## src/rtl/ext_csr_if_pkg.sv

```systemverilog
// Shared types and register-map helpers for the external CSR error-counter bank.
// Register offsets are functions of the channel count, so they are exposed as helpers.
package ext_csr_if_pkg;

  typedef struct packed {
    logic [31:0] corr;
    logic [31:0] uncorr;
  } mc_err_cnt_t;

  typedef enum logic [0:0] {
    MC_ERR_CORR   = 1'b0,
    MC_ERR_UNCORR = 1'b1
  } mc_err_cnt_field_e;

  localparam int unsigned MC_ERR_REG_BYTES = 8;

  function automatic int unsigned mc_err_cnt_off(input int unsigned ch);
    return MC_ERR_REG_BYTES * ch;
  endfunction

  function automatic int unsigned mc_err_thresh_off(input int unsigned num_mc);
    return MC_ERR_REG_BYTES * num_mc;
  endfunction

  function automatic int unsigned mc_err_status_off(input int unsigned num_mc);
    return MC_ERR_REG_BYTES * num_mc + MC_ERR_REG_BYTES;
  endfunction

endpackage

```

## src/rtl/ext_csr_mc_err_cnt_bank_sat_cnt.sv

```systemverilog
// ext_csr_sat_cnt: one saturating event counter with clear; clear+event yields 1.
// EXT_CSR_ERR_THRESH_IRQ_EN exposes the next-state value for threshold detection.
module ext_csr_sat_cnt #(
  parameter int CNT_W = 32
) (
  input  logic             clk,
  input  logic             rst_n,
  input  logic             i_inc,
  input  logic             i_clr,
`ifdef EXT_CSR_ERR_THRESH_IRQ_EN
  output logic [CNT_W-1:0] o_cnt_nxt,
`endif
  output logic [CNT_W-1:0] o_cnt
);

  localparam logic [CNT_W-1:0] CNT_MAX = '1;

  logic [CNT_W-1:0] r_cnt;
  logic [CNT_W-1:0] w_nxt;

  always_comb begin
    w_nxt = r_cnt;
    if (i_clr)                          w_nxt = CNT_W'(i_inc);
    else if (i_inc && r_cnt != CNT_MAX) w_nxt = r_cnt + CNT_W'(1);
  end

  always_ff @(posedge clk or negedge rst_n) begin
    if (!rst_n) r_cnt <= '0;
    else        r_cnt <= w_nxt;
  end

  assign o_cnt = r_cnt;
`ifdef EXT_CSR_ERR_THRESH_IRQ_EN
  assign o_cnt_nxt = w_nxt;
`endif

endmodule

```

## src/rtl/ext_csr_mc_err_cnt_bank.sv

```systemverilog
// Per-channel correctable/uncorrectable error counter bank on the external CSR interface.
// EXT_CSR_ERR_THRESH_IRQ_EN enables THRESH/STATUS registers and err_irq.
module ext_csr_mc_err_cnt_bank
  import ext_csr_if_pkg::*;
#(
  parameter int                NUM_MC    = 2,
  parameter int                CNT_W     = 32,
  parameter int                ADDR_W    = 32,
  parameter logic [ADDR_W-1:0] BASE_ADDR = '0
) (
  input  logic              clk,
  input  logic              rst_n,
  input  logic [NUM_MC-1:0] mc_corr_err,
  input  logic [NUM_MC-1:0] mc_uncorr_err,
  input  logic              csr_req_valid,
  input  logic              csr_req_wr,
  input  logic [ADDR_W-1:0] csr_req_addr,
  input  logic [63:0]       csr_req_wdata,
  output logic              csr_rsp_valid,
  output logic [63:0]       csr_rsp_data,
  output logic              csr_rsp_err,
  output logic              err_irq
);

  localparam logic [ADDR_W-1:0] THR_OFF = ADDR_W'(mc_err_thresh_off(NUM_MC));
  localparam logic [ADDR_W-1:0] STS_OFF = ADDR_W'(mc_err_status_off(NUM_MC));

  logic [ADDR_W-1:0]               w_off;
  logic [NUM_MC-1:0]               w_hit_cnt;
  logic                            w_hit_thr, w_hit_sts, w_in_map, w_wr, w_rd;
  logic [1:0][NUM_MC-1:0]          w_evt, w_clr, w_sts;
  logic [1:0][NUM_MC-1:0][CNT_W-1:0] w_cnt;
  mc_err_cnt_t [NUM_MC-1:0]        w_chan;
  logic [63:0]                     w_thr, w_rd_data;
  logic                            r_rsp_valid, r_rsp_err;
  logic [63:0]                     r_rsp_data;

  // Full-offset compares make misaligned addresses miss every register.
  assign w_off     = csr_req_addr - BASE_ADDR;
  assign w_hit_thr = (w_off == THR_OFF);
  assign w_hit_sts = (w_off == STS_OFF);
  assign w_in_map  = (|w_hit_cnt) | w_hit_thr | w_hit_sts;
  assign w_wr      = csr_req_valid & csr_req_wr;
  assign w_rd      = csr_req_valid & ~csr_req_wr;

  assign w_evt[MC_ERR_CORR]   = mc_corr_err;
  assign w_evt[MC_ERR_UNCORR] = mc_uncorr_err;
  assign w_clr[MC_ERR_CORR]   = w_hit_cnt & {NUM_MC{w_wr && (csr_req_wdata[63:32] != '0)}};
  assign w_clr[MC_ERR_UNCORR] = w_hit_cnt & {NUM_MC{w_wr && (csr_req_wdata[31:0] != '0)}};

`ifdef EXT_CSR_ERR_THRESH_IRQ_EN
  logic [1:0][NUM_MC-1:0][CNT_W-1:0] w_cnt_nxt;
`endif

  for (genvar ch = 0; ch < NUM_MC; ch++) begin : g_ch
    assign w_hit_cnt[ch] = (w_off == ADDR_W'(mc_err_cnt_off(ch)));
    for (genvar f = 0; f < 2; f++) begin : g_fld
      ext_csr_sat_cnt #(.CNT_W(CNT_W)) u_cnt (
        .clk       (clk),
        .rst_n     (rst_n),
        .i_inc     (w_evt[f][ch]),
        .i_clr     (w_clr[f][ch]),
`ifdef EXT_CSR_ERR_THRESH_IRQ_EN
        .o_cnt_nxt (w_cnt_nxt[f][ch]),
`endif
        .o_cnt     (w_cnt[f][ch])
      );
    end
    assign w_chan[ch].corr   = 32'(w_cnt[MC_ERR_CORR][ch]);
    assign w_chan[ch].uncorr = 32'(w_cnt[MC_ERR_UNCORR][ch]);
  end

`ifdef EXT_CSR_ERR_THRESH_IRQ_EN
  logic [63:0]            r_thr;
  logic [1:0][NUM_MC-1:0] r_sts, w_sts_set, w_sts_w1c;
  logic [1:0][31:0]       w_thr_f;
  logic                   r_irq;

  assign w_thr_f[MC_ERR_CORR]     = r_thr[63:32];
  assign w_thr_f[MC_ERR_UNCORR]   = r_thr[31:0];
  assign w_sts_w1c[MC_ERR_CORR]   = csr_req_wdata[NUM_MC-1:0] & {NUM_MC{w_wr & w_hit_sts}};
  assign w_sts_w1c[MC_ERR_UNCORR] = csr_req_wdata[32 +: NUM_MC] & {NUM_MC{w_wr & w_hit_sts}};

  // Only an event can set a bit, so a W1C sticks while the count sits above threshold.
  for (genvar f = 0; f < 2; f++) begin : g_thr
    for (genvar ch = 0; ch < NUM_MC; ch++) begin : g_ch
      assign w_sts_set[f][ch] = w_evt[f][ch] && (w_thr_f[f] != '0) &&
                                (32'(w_cnt_nxt[f][ch]) >= w_thr_f[f]);
    end
  end

  always_ff @(posedge clk or negedge rst_n) begin
    if (!rst_n) begin
      r_thr <= '0;
      r_sts <= '0;
      r_irq <= 1'b0;
    end else begin
      if (w_wr && w_hit_thr) r_thr <= csr_req_wdata;
      r_sts <= (r_sts & ~w_sts_w1c) | w_sts_set;
      r_irq <= |r_sts;
    end
  end

  assign w_thr   = r_thr;
  assign w_sts   = r_sts;
  assign err_irq = r_irq;
`else
  assign w_thr   = '0;
  assign w_sts   = '0;
  assign err_irq = 1'b0;
`endif

  always_comb begin
    w_rd_data = '0;
    for (int ch = 0; ch < NUM_MC; ch++)
      if (w_hit_cnt[ch]) w_rd_data = w_chan[ch];
    if (w_hit_thr) w_rd_data = w_thr;
    if (w_hit_sts) begin
      w_rd_data[NUM_MC-1:0]  = w_sts[MC_ERR_CORR];
      w_rd_data[32 +: NUM_MC] = w_sts[MC_ERR_UNCORR];
    end
  end

  always_ff @(posedge clk or negedge rst_n) begin
    if (!rst_n) begin
      r_rsp_valid <= 1'b0;
      r_rsp_err   <= 1'b0;
      r_rsp_data  <= '0;
    end else begin
      r_rsp_valid <= csr_req_valid;
      r_rsp_err   <= csr_req_valid & ~w_in_map;
      r_rsp_data  <= (w_rd && w_in_map) ? w_rd_data : '0;
    end
  end

  assign csr_rsp_valid = r_rsp_valid;
  assign csr_rsp_err   = r_rsp_err;
  assign csr_rsp_data  = r_rsp_data;

endmodule

```

## config.mk

```make
export PLATFORM = sky130hd
export DESIGN_NAME = ext_csr_mc_err_cnt_bank
export DESIGN_NICKNAME = d
export VERILOG_FILES = /design/src/rtl/ext_csr_if_pkg.sv /design/src/rtl/ext_csr_mc_err_cnt_bank_sat_cnt.sv /design/src/rtl/ext_csr_mc_err_cnt_bank.sv
export SDC_FILE = /design/constraint.sdc
export NUM_CORES = 1
export LEC_CHECK = 0
export ABC_AREA = 1
export CORE_MARGIN = 1
export CORE_UTILIZATION = 39
export CTS_CLUSTER_DIAMETER = 150
export CTS_CLUSTER_SIZE = 16
export DETAILED_ROUTE_END_ITERATION = 10
export HOLD_SLACK_MARGIN = 0.15
export RECOVER_POWER = 50
export SLEW_MARGIN = 10
export SYNTH_ARGS = -nofsm -noshare
export SYNTH_HDL_FRONTEND = slang
export SYNTH_SLANG_ARGS = --single-unit
```

## constraint.sdc

```tcl
create_clock -name clk -period 6 [get_ports clk]
set_clock_uncertainty 0.2 [all_clocks]
set_input_delay 0.9 -clock clk [delete_from_list [all_inputs] [get_ports clk]]
set_output_delay 0.9 -clock clk [all_outputs]
set_load 0.1 [all_outputs]
```

Word-level counts from Yosys, hierarchy flattened
Index checks and enable logic that the tools add are counted.
W data, S select, Z words.
{ "word_totals": {"inputBits": 104, "ff_bits": 194, "wordCells": 56} }
{ "classes": {"n_mux": 14, "n_reduce_logical": 15, "n_bitwise": 9, "n_addsub": 4, "n_eq_ne": 7} }
{ "ops": {"columns": ["op", "count"], "rows": [
  ["$mux W32", 8],
  ["$mux W64", 4],
  ["$add A32 B1 Y32 const B", 4],
  ["$ne A32 B32 Y1 const B", 4],
  ["$eq A32 B5 Y1 const B", 2],
  ["$reduce_bool A32 Y1", 2],
  ["$eq A32 B4 Y1 const B", 1],
  ["$logic_not A32 Y1", 1],
  ["$reduce_bool A2 Y1", 4],
  ["$logic_and A1 B1 Y1", 7],
  ["$and A2 B2 Y2", 2],
  ["$mux W2", 2],
  ["$and A1 B1 Y1", 3],
  ["$not A1 Y1", 2],
  ["$or A1 B1 Y1", 2],
  ["$reduce_or A2 Y1", 1]
]} }

Depth between registers and ports, before layout
Gate-level depths: netlist of the first run.
{ "depth": {"ltp_word": 6, "ltp_mapped": 13} }

By module
Synthesis of the first run repeated with hierarchy kept, for this count alone.
{ "hier_totals": {"hier_cells": 2046, "hier_area_um2": 13242.7} }
{ "modules_own_cells": {"columns": ["module", "n_inst", "area_each_um2", "cells_per_inst"], "rows": [
  ["ext_csr_sat_cnt", 4, 2234.6, 347],
  ["ext_csr_mc_err_cnt_bank", 1, 4304.1, 658]
]} }

Worst setup path after synthesis of the first run
OpenSTA, ideal clock, no wires.
{ "synth_path": {"path_kind": "in2reg", "start": "in csr_req_addr[15]", "end": "reg g_ch[0].g_fld[0].u_cnt.r_cnt[10]", "setup_ns": 0.118, "cell_stages": 9, "n_path_buf": 1, "slack_ns": 3.717, "arrival_ns": 1.965, "cell_sequence": "nor2_1 nand2_1 nor2_2 nand3_1 nor2_1 nand3_2 clkbuf_1 nand3b_1 nand2_1"} }
{ "synth_via": {"elab_chain_len": 3, "word_cells_on_any_way": 4, "cone_classes": "1 x mux; 1 x bitwise; 2 x reduce/logical"} }
{ "synth_rtl": {"columns": ["item", "line", "text"], "rows": [
  ["start: declaration", "ext_csr_mc_err_cnt_bank.sv:17", "input logic [ADDR_W-1:0] csr_req_addr,"],
  ["$logic_not A32 Y1 *", "ext_csr_mc_err_cnt_bank.sv:56", "assign w_hit_cnt[ch] = (w_off == ADDR_W'(mc_err_cnt_off(ch)));"],
  ["$and A2 B2 Y2 *", "ext_csr_mc_err_cnt_bank.sv:48", "assign w_clr[MC_ERR_CORR] = w_hit_cnt & {NUM_MC{w_wr && (csr_req_wdata[63:32] != '0)}};"],
  ["$mux W32 or $reduce_bool A2 Y1 (tied branches)", null, null],
  ["end signal: assignment", "ext_csr_mc_err_cnt_bank_sat_cnt.sv:29", "else r_cnt <= w_nxt;"],
  ["end: declaration", "ext_csr_mc_err_cnt_bank_sat_cnt.sv:18", "logic [CNT_W-1:0] r_cnt;"]
]} }
Mark *: on every way between the ends. The rest lies on a longest branch, timed or not.
A chain may end at the register's enable or synchronous reset.

Worst setup path after layout of the first run
{ "layout_path": {"start": "in csr_req_wdata[50]", "end": "reg g_ch[1].g_fld[0].u_cnt.r_cnt[31]"} }
{ "layout_via": {"elab_chain_len": 4, "word_cells_on_any_way": 5, "cone_classes": "1 x mux; 1 x bitwise; 3 x reduce/logical"} }
{ "layout_rtl": {"columns": ["item", "line", "text"], "rows": [
  ["start: declaration", "ext_csr_mc_err_cnt_bank.sv:18", "input logic [63:0] csr_req_wdata,"],
  ["$reduce_bool A32 Y1 *", "ext_csr_mc_err_cnt_bank.sv:48", null],
  ["$logic_and A1 B1 Y1 *", "ext_csr_mc_err_cnt_bank.sv:48", null],
  ["$and A2 B2 Y2 *", "ext_csr_mc_err_cnt_bank.sv:48", null],
  ["$mux W32 or $reduce_bool A2 Y1 (tied branches)", null, null],
  ["end signal: assignment", "ext_csr_mc_err_cnt_bank_sat_cnt.sv:29", null],
  ["end: declaration", "ext_csr_mc_err_cnt_bank_sat_cnt.sv:18", null]
]} }
Marked as above.

==> summary.md, run 1 <==
| Metric | Value |
|---|---|
| Reg-to-reg critical path startpoint | g_ch[0].g_fld[1].u_cnt.o_cnt[0] |
| Sequential-to-total area share from yosys stat | 38.85% |
| DRT Pass-1 Iters | 5 |
| Max Slew Vio Count | 194 |
| Area grow syn2layout | 19.70% |
| Maximum level of the CTS H-tree | 4 |
| Total die area | 0.03276 sq mm |
| Filler instances | 3259 |
| DP Area | 0.01439 sq mm |
| Source of the critical timing path | csr_req_wdata[50] |
| Number of buffers added to fix hold violations after cts | 0 |
| Post-synth EDFFs | 0 |
| Final nets | 2089 |
| Synthesized area | 0.01249 sq mm |
| Required time at the worst-slack endpoint | 6.18 ns |
| Post-Route Hold Slack | 0.2731 ns |
| Die Height | 181.0 microns |
| Total of buffers placed on input and output ports | 169 |
| Resized Gates After CTS | 0 |
| Failing checks | capacitance limit, slew limit |
| Placed wire-length estimate after detailed placement | 27.90 mm |
| Initial standard-cell utilization of the core | 39.60% |
| Clk Latency, worst-skew pair | 0.45 ns |
| Combined flip-flop and latch cell area | 0.004855 sq mm |
| Outcome | finished, violations left |
| Number of warnings issued by yosys | 0 |
| Count of mapped cells out of synthesis | 1852 |
| Power density over cell area | 201.8 mW/mm^2 |
| Final GP Congestion | 0.9349 |
| Horizontal extent of the die | 181.0 microns |
| Final setup violating endpoints | 0 |
| Clk sinks | 194 |
| Post-Route Setup TNS | 0 ns |
| Top fanout value on the critical path | 47 |
| Final-report hold violation count | 0 |
| Number of design-rule violations left by the first detailed-router iteration | 763 |
| Routed wire length per instance | 15.80 microns |
| Post-Synthesis Net Count | 1960 |
| Fin crit share | 64.87% |
| Antenna cell count | 0 |
| Top-level port count | 171 |
| First-pass GRT wire length | 61.78 mm |
| Clock root buffer | clkbuf_16 |
| Post CTS Setup Buffer Count | 0 |
| Proportion of layout cells with a drive suffix above 1 | 6.118% |
| Largest net degree at the start of global routing | 104 |
| Post-route ant nets | 0 |
| RSZ-0062 raised after global routing | no |
| Detailed-route wire length | 37.85 mm |
| Number of buffers on the longest clock path | 2 |
| Residual DRC | 0 |
| Avg Cell Area, Syn | 6.746 sq um |
| CP startpoint kind | input pin |
| Fin area | 0.01496 sq mm |
| Highest clock rate | 256.9 MHz |
| Minimum clock period after layout | 3.892 ns |
| Site Rows | 65 |
| Setup crit end kind | flip-flop |
| Final global-route overflow total | 0 |
| CTS buffer count | 17 |
| Type of the worst min-delay path | input pin to async pin |
| Finished Layout Cells | 2396 |
| Data arrival, critical path | 4.07 ns |
| Number of synthesized register bits | 194 |
| Slew @ Worst Pin | 2.609 ns |
| Multi-input gate area in the final layout | 0.006726 sq mm |
| Setup CP Type | input pin to flip-flop |
| Post-detailed-route via-to-cell ratio | 5.014 |
| Vias in the first global route | 11727 |
| Leakage | 6.757 nW |
| Leading register cell type out of synthesis | dfrtp_1 |
| Clock tree from TritonCTS | built |
| Clock transition time at the flip-flop clock pins of the worst setup and hold paths | 0.08 ns |
| Initial antenna violation count | 0 |
| Unique cell type count in the Yosys netlist | 37 |
| Peak supply drop | 0.2138 mV |
| Max-cap violations | 3 |
| Vias | 12014 |
| Area of the core region | 0.03156 sq mm |
| Global router's overall resource usage | 23.70% |
| Share of flip-flops with an asynchronous set or reset | 100.0% |
| Max-Slew Margin vs Limit | -73.94% |
| Placed Cells | 2364 |
==> cell type report <==
class | instances | share of cell area [%]
repair buffers | 177 | 11.67
inverters | 140 | 3.564
well taps | 402 | 3.363
multi-input cells | 1451 | 44.98
flip-flops and latches | 194 | 32.46
clock buffers | 17 | 2.844
clock inverters | 15 | 1.121
==> report_power, final <==
group | leakage (nW) | internal [mW] | total, mW | switching [mW]
clock | 0.291 | 0.597 | 1.19 | 0.589
sequential | 2.53 | 1.37 | 1.47 | 0.104
combinational | 3.93 | 0.165 | 0.363 | 0.198
total | 6.76 | 2.13 | 3.02 | 0.891
==> placed cells by master, fill, tap and decap left out, drive strengths merged <==
master         instances
dlygate4sd3            3
dfrtp                194
nand3b                43
or2                    2
o21bai                 5
bufinv                 1
and3                   2
nand3                197
clkinv                 4
nor3                  19
o21ai                 11
clkinvlp               1
and2                   6
ha                     4
a21oi                 71
inv                  149
nand4                 24
nor3b                  4
buf                    5
a21o                   5
clkdlybuf4s50        165
nand2                576
conb                   1
nor2                 436
clkbuf                21
xor2                  27
xnor2                 18
==> routing by layer <==
metal | GRT usage (%) | share of wire (%)
met1 | 30.55 | 44
met4 | 7.254 | 2.1
met5 | 0 | 0
met2 | 40.94 | 49
met3 | 3.467 | 4.5
==> logic make-up after synthesis <==
group | Yosys count | synth area share (%)
flops | 194 | 38.85
compound gates | 92 | 4.006
buf+inv | 207 | 7.390
fa+ha+maj | 4 | 0.4006
xor+xnor | 45 | 3.154
simple gates | 1309 | 46.16
other cells | 1 | 0.03001
==> worst paths after layout <==
path | to | slack [ns] | cells past startpoint
min in group clk | g_ch[1].g_fld[0].u_cnt.o_cnt[1] | 0.37 | 2
max reg2reg | g_ch[0].g_fld[1].u_cnt.o_cnt[13] | 3.27 | 12
max in group asynchronous | g_ch[1].g_fld[1].u_cnt.o_cnt[2] | 2.33 | 2
min reg2reg | g_ch[1].g_fld[0].u_cnt.o_cnt[1] | 0.37 | 2
min | g_ch[0].g_fld[0].u_cnt.o_cnt[13] | 0.27 | 1
max | g_ch[1].g_fld[0].u_cnt.o_cnt[31] | 2.11 | 10
==> synthesized netlist by cell type (3+ instances only) <==
library cell	n	share of area, %
nand2_1	555	17
nor2_1	409	12
dfrtp_1	194	39
nand3_1	179	7.2
inv_1	131	3.9
a21oi_1	70	2.8
nand3b_1	43	2.6
buf_2	29	1.2
xor2_1	27	1.9
nand4_1	24	1.2
clkbuf_1	23	0.69
nor3_1	19	0.76
nand3_2	18	1.4
xnor2_1	18	1.3
nor2_2	15	0.75
nand2_2	14	0.70
nor2_4	12	1.1
buf_6	7	0.63
o21ai_0	7	0.28
and2_1	6	0.30
buf_4	6	0.36
inv_2	6	0.18
a21o_1	5	0.30
nand2_4	5	0.45
o21bai_1	5	0.30
ha_1	4	0.40
nor3b_1	4	0.24
inv_4	3	0.15
o21ai_2	3	0.21
==> sequential cells by signal, summed over array words and instances, names as in the netlist <==
name and count:
csr_rsp_valid 1, csr_rsp_err 1, csr_rsp_data 64, g_ch.g_fld.u_cnt.o_cnt 128
==> critical path, cell delays in order <==
cell	delay [ns]
dlygate4sd3_1	0.56
nor2_1	0.08
and2_0	0.13
nand2_1	0.06
nor2_1	0.09
nand2_1	0.26
nand3_1	0.16
clkbuf_1	1.41
nand4_1	0.27
nand2_1	0.15
==> metrics by stage <==
stage / util [%] / power (mW) / worst slack (ns)
after floorplan: - / 1.697 / 3.717
after global placement: 45.59 / 1.856 / 2.200
after detailed placement: 45.59 / 1.865 / 2.171
after CTS: 47.47 / 3.053 / 2.626
after global routing: 47.39 / 3.144 / 1.710
final: 47.39 / 3.019 / 2.108
No activity file was read; power rests on OpenSTA's default activity.
==> run 2, diff against run 1 <==
==> constraint.sdc (replaced) <==
create_clock -name clk -period 3.7 [get_ports clk]
set_clock_uncertainty 0.2 [all_clocks]
set_input_delay 0.555 -clock clk [delete_from_list [all_inputs] [get_ports clk]]
set_output_delay 0.555 -clock clk [all_outputs]
set_load 0.1 [all_outputs]
==> run 2 against run 1 <==
The run now ends clean; first-iteration DRC count grew 20%; cell area grew 0.38%; core utilization grew 0.18 points; cell count increased by 0.38%; sequential power is 63% higher; critical path type unchanged; highest routed layer unchanged.
==> summary.md, run 2 (synthesis results as in run 1) <==
| Metric | Value |
|---|---|
| Outcome | complete, no violations |
| Residual DRC | 0 |
| Total die area | 0.03276 sq mm |
| Filler instances | 3249 |
| Post CTS Setup Buffer Count | 0 |
| Max Slew Vio Count | 0 |
| Most heavily used metal layer in global routing | met2 |
| Startpoint of the worst hold path | g_ch[1].g_fld[0].u_cnt.o_cnt[1] |
| Utilization after layout | 47.57% |
| Peak supply drop | 0.3488 mV |
| Reg-to-reg critical path endpoint | g_ch[0].g_fld[1].u_cnt.o_cnt[13] |
| DP Area | 0.01445 sq mm |
| Post-Route Setup TNS | 0 ns |
| Clock root buffer | clkbuf_16 |
| Pre-CTS setup slack | 0.6691 ns |
| Type of the worst min-delay path | flip-flop to flip-flop |
| Placed wire-length estimate after detailed placement | 28.25 mm |
| Library cell contributing the largest single delay on the critical path | clkbuf_2 |
| Number of design-rule violations left by the first detailed-router iteration | 912 |
| Final worst slack | 0.7703 ns |
| Final GP Congestion | 0.9071 |
| Reg-to-reg critical path startpoint | g_ch[0].g_fld[1].u_cnt.o_cnt[0] |
| Sequence of cells on the critical path | dlygate4sd3_1 -> nor2_1 -> nand2_1 -> inv_1 -> nand3_1 -> nor2_1 -> nand3_2 -> clkbuf_2 -> nand3b_1 -> nand2_1 |
| Global routing met3 resource utilization | 3.205% |
| Max-cap violations | 0 |
| Clock tree from TritonCTS | built |
| First-pass GRT wire length | 62.27 mm |
| Number of buffers on the longest clock path | 2 |
| Max-Slew Margin vs Limit | 9.744% |
| Global router's overall resource usage | 23.95% |
| Antenna cell count | 0 |
| Routed wire length per instance | 15.91 microns |
| Initial standard-cell utilization of the core | 39.60% |
| Maximum level of the CTS H-tree | 4 |
| CP startpoint kind | input pin |
| Clk Latency, worst-skew pair | 0.46 ns |
| CTS buffer count | 17 |
| DRT Pass-1 Iters | 5 |
| Post-route ant nets | 0 |
| Highest clock rate | 341.3 MHz |
| Initial antenna violation count | 0 |
| Internal reg-to-reg setup slack | 1.03 ns |
| Post-detailed-route via-to-cell ratio | 5.018 |
| Area of the core region | 0.03156 sq mm |
| Die Height | 181.0 microns |
| Data arrival, critical path | 3.08 ns |
| Required time at the worst-slack endpoint | 3.85 ns |
| Depth of the worst register-to-register path | 12 |
| Final setup violating endpoints | 0 |
| Combined flip-flop and latch cell area | 0.004855 sq mm |
| Vias | 12069 |
| Horizontal extent of the die | 181.0 microns |
| Top fanout value on the critical path | 45 |
| Minimum clock period after layout | 2.930 ns |
| Setup crit end kind | flip-flop |
| Destination of the worst hold path | g_ch[1].g_fld[0].u_cnt.o_cnt[1] |
| Commonest cells after routing, fill and taps aside | 553 x nand2_1, 409 x nor2_1, 194 x dfrtp_1 |
| Vias in the first global route | 11843 |
| Placed Cells | 2372 |
| Clk sinks | 194 |
| Finished Layout Cells | 2405 |
| Number of flip-flops under the largest register name | 128 |
| Detailed-route wire length | 38.27 mm |
| Slew @ Worst Pin | 1.354 ns |
| Fin area | 0.01501 sq mm |
| Clock transition time at the flip-flop clock pins of the worst setup and hold paths | 0.09 ns |
| WHS Path Cells | 2 |
| Leakage | 6.791 nW |
| Fin crit share | 79.18% |
| Final global-route overflow total | 0 |
| Top-level port count | 171 |
| Delay contributed by the slowest stage of the critical path | 0.54 ns |
| GR Layer Usage met1 | 30.82% |
| Setup CP Type | input pin to flip-flop |
| Final nets | 2098 |
| Area grow syn2layout | 20.15% |
| Met2 demand-to-capacity share in global routing | 41.92% |
| RSZ-0062 raised after global routing | no |
| Site Rows | 65 |
| Multi-input gate area in the final layout | 0.006726 sq mm |
| Power density over cell area | 327.6 mW/mm^2 |
| Largest net degree at the start of global routing | 84 |
| Proportion of layout cells with a drive suffix above 1 | 6.440% |
| Total of buffers placed on input and output ports | 169 |
| Final-report hold violation count | 0 |
| Most common library cell in the layout ignoring fill and taps | nand2_1 |
==> run 2: layout make-up <==
class,count,share of cell area (%)
Timing Repair Buffer,186,12.02
Tap cell,402,3.351
Multi-Input combinational cell,1451,44.81
Inverter,140,3.551
Sequential cell,194,32.34
Clock buffer,17,2.834
Clock inverter,15,1.100
==> run 2: repair_timing <==
item / 4_1_cts / 5_1_grt
gates resized for setup: 0 / 0
endpoints found under the hold margin: 79 / 0
hold buffers: 1 / 0
==> run 2: worst max-delay path by stage <==
| stage | from | end | slack [ns] |
|---|---|---|---|
| floorplan | csr_req_addr[15] | g_ch[0].g_fld[0].u_cnt.o_cnt[10] | 1.76 |
| global placement | csr_req_addr[7] | g_ch[0].g_fld[0].u_cnt.o_cnt[0] | 0.65 |
| detailed placement | csr_req_addr[7] | g_ch[0].g_fld[0].u_cnt.o_cnt[0] | 0.67 |
| CTS | csr_rsp_data[35] | csr_rsp_data[35] | 0.92 |
| global route | csr_req_addr[7] | g_ch[0].g_fld[0].u_cnt.o_cnt[29] | 0.59 |
| finish | csr_req_addr[7] | g_ch[0].g_fld[0].u_cnt.o_cnt[3] | 0.77 |
==> run 2: worst max-delay path, delay by kind of cell <==
family,cells,cell delay [ns]
buffers and inverters,3,1.24
AND/OR/NAND/NOR,7,1.26
==> run 2: report_power, final <==
part | internal (mW) | leakage, nW | switching, mW
combinational | 0.269 | 3.97 | 0.326
clock | 0.966 | 0.290 | 0.972
sequential | 2.22 | 2.53 | 0.171
==> run 2: per-stage QoR <==
step | hold slack (ns) | power, mW
6_report | 0.3790 | 4.918
3_5_place_dp | 0.3619 | 3.027
4_1_cts | 0.3805 | 4.954
3_3_place_gp | 0.3460 | 3.014
5_1_grt | 0.4316 | 5.123
2_1_floorplan | 0.05941 | 2.751
==> run 2: metal layers <==
layer / up-vias / routed length [microns] / share of wire [%]
li1: 6115 / - / -
met1: 5629 / 17430 / 46
met2: 271 / 18740 / 49
met3: 54 / 1339 / 3.5
met4: 0 / 758 / 2.0
met5: - / 0 / 0
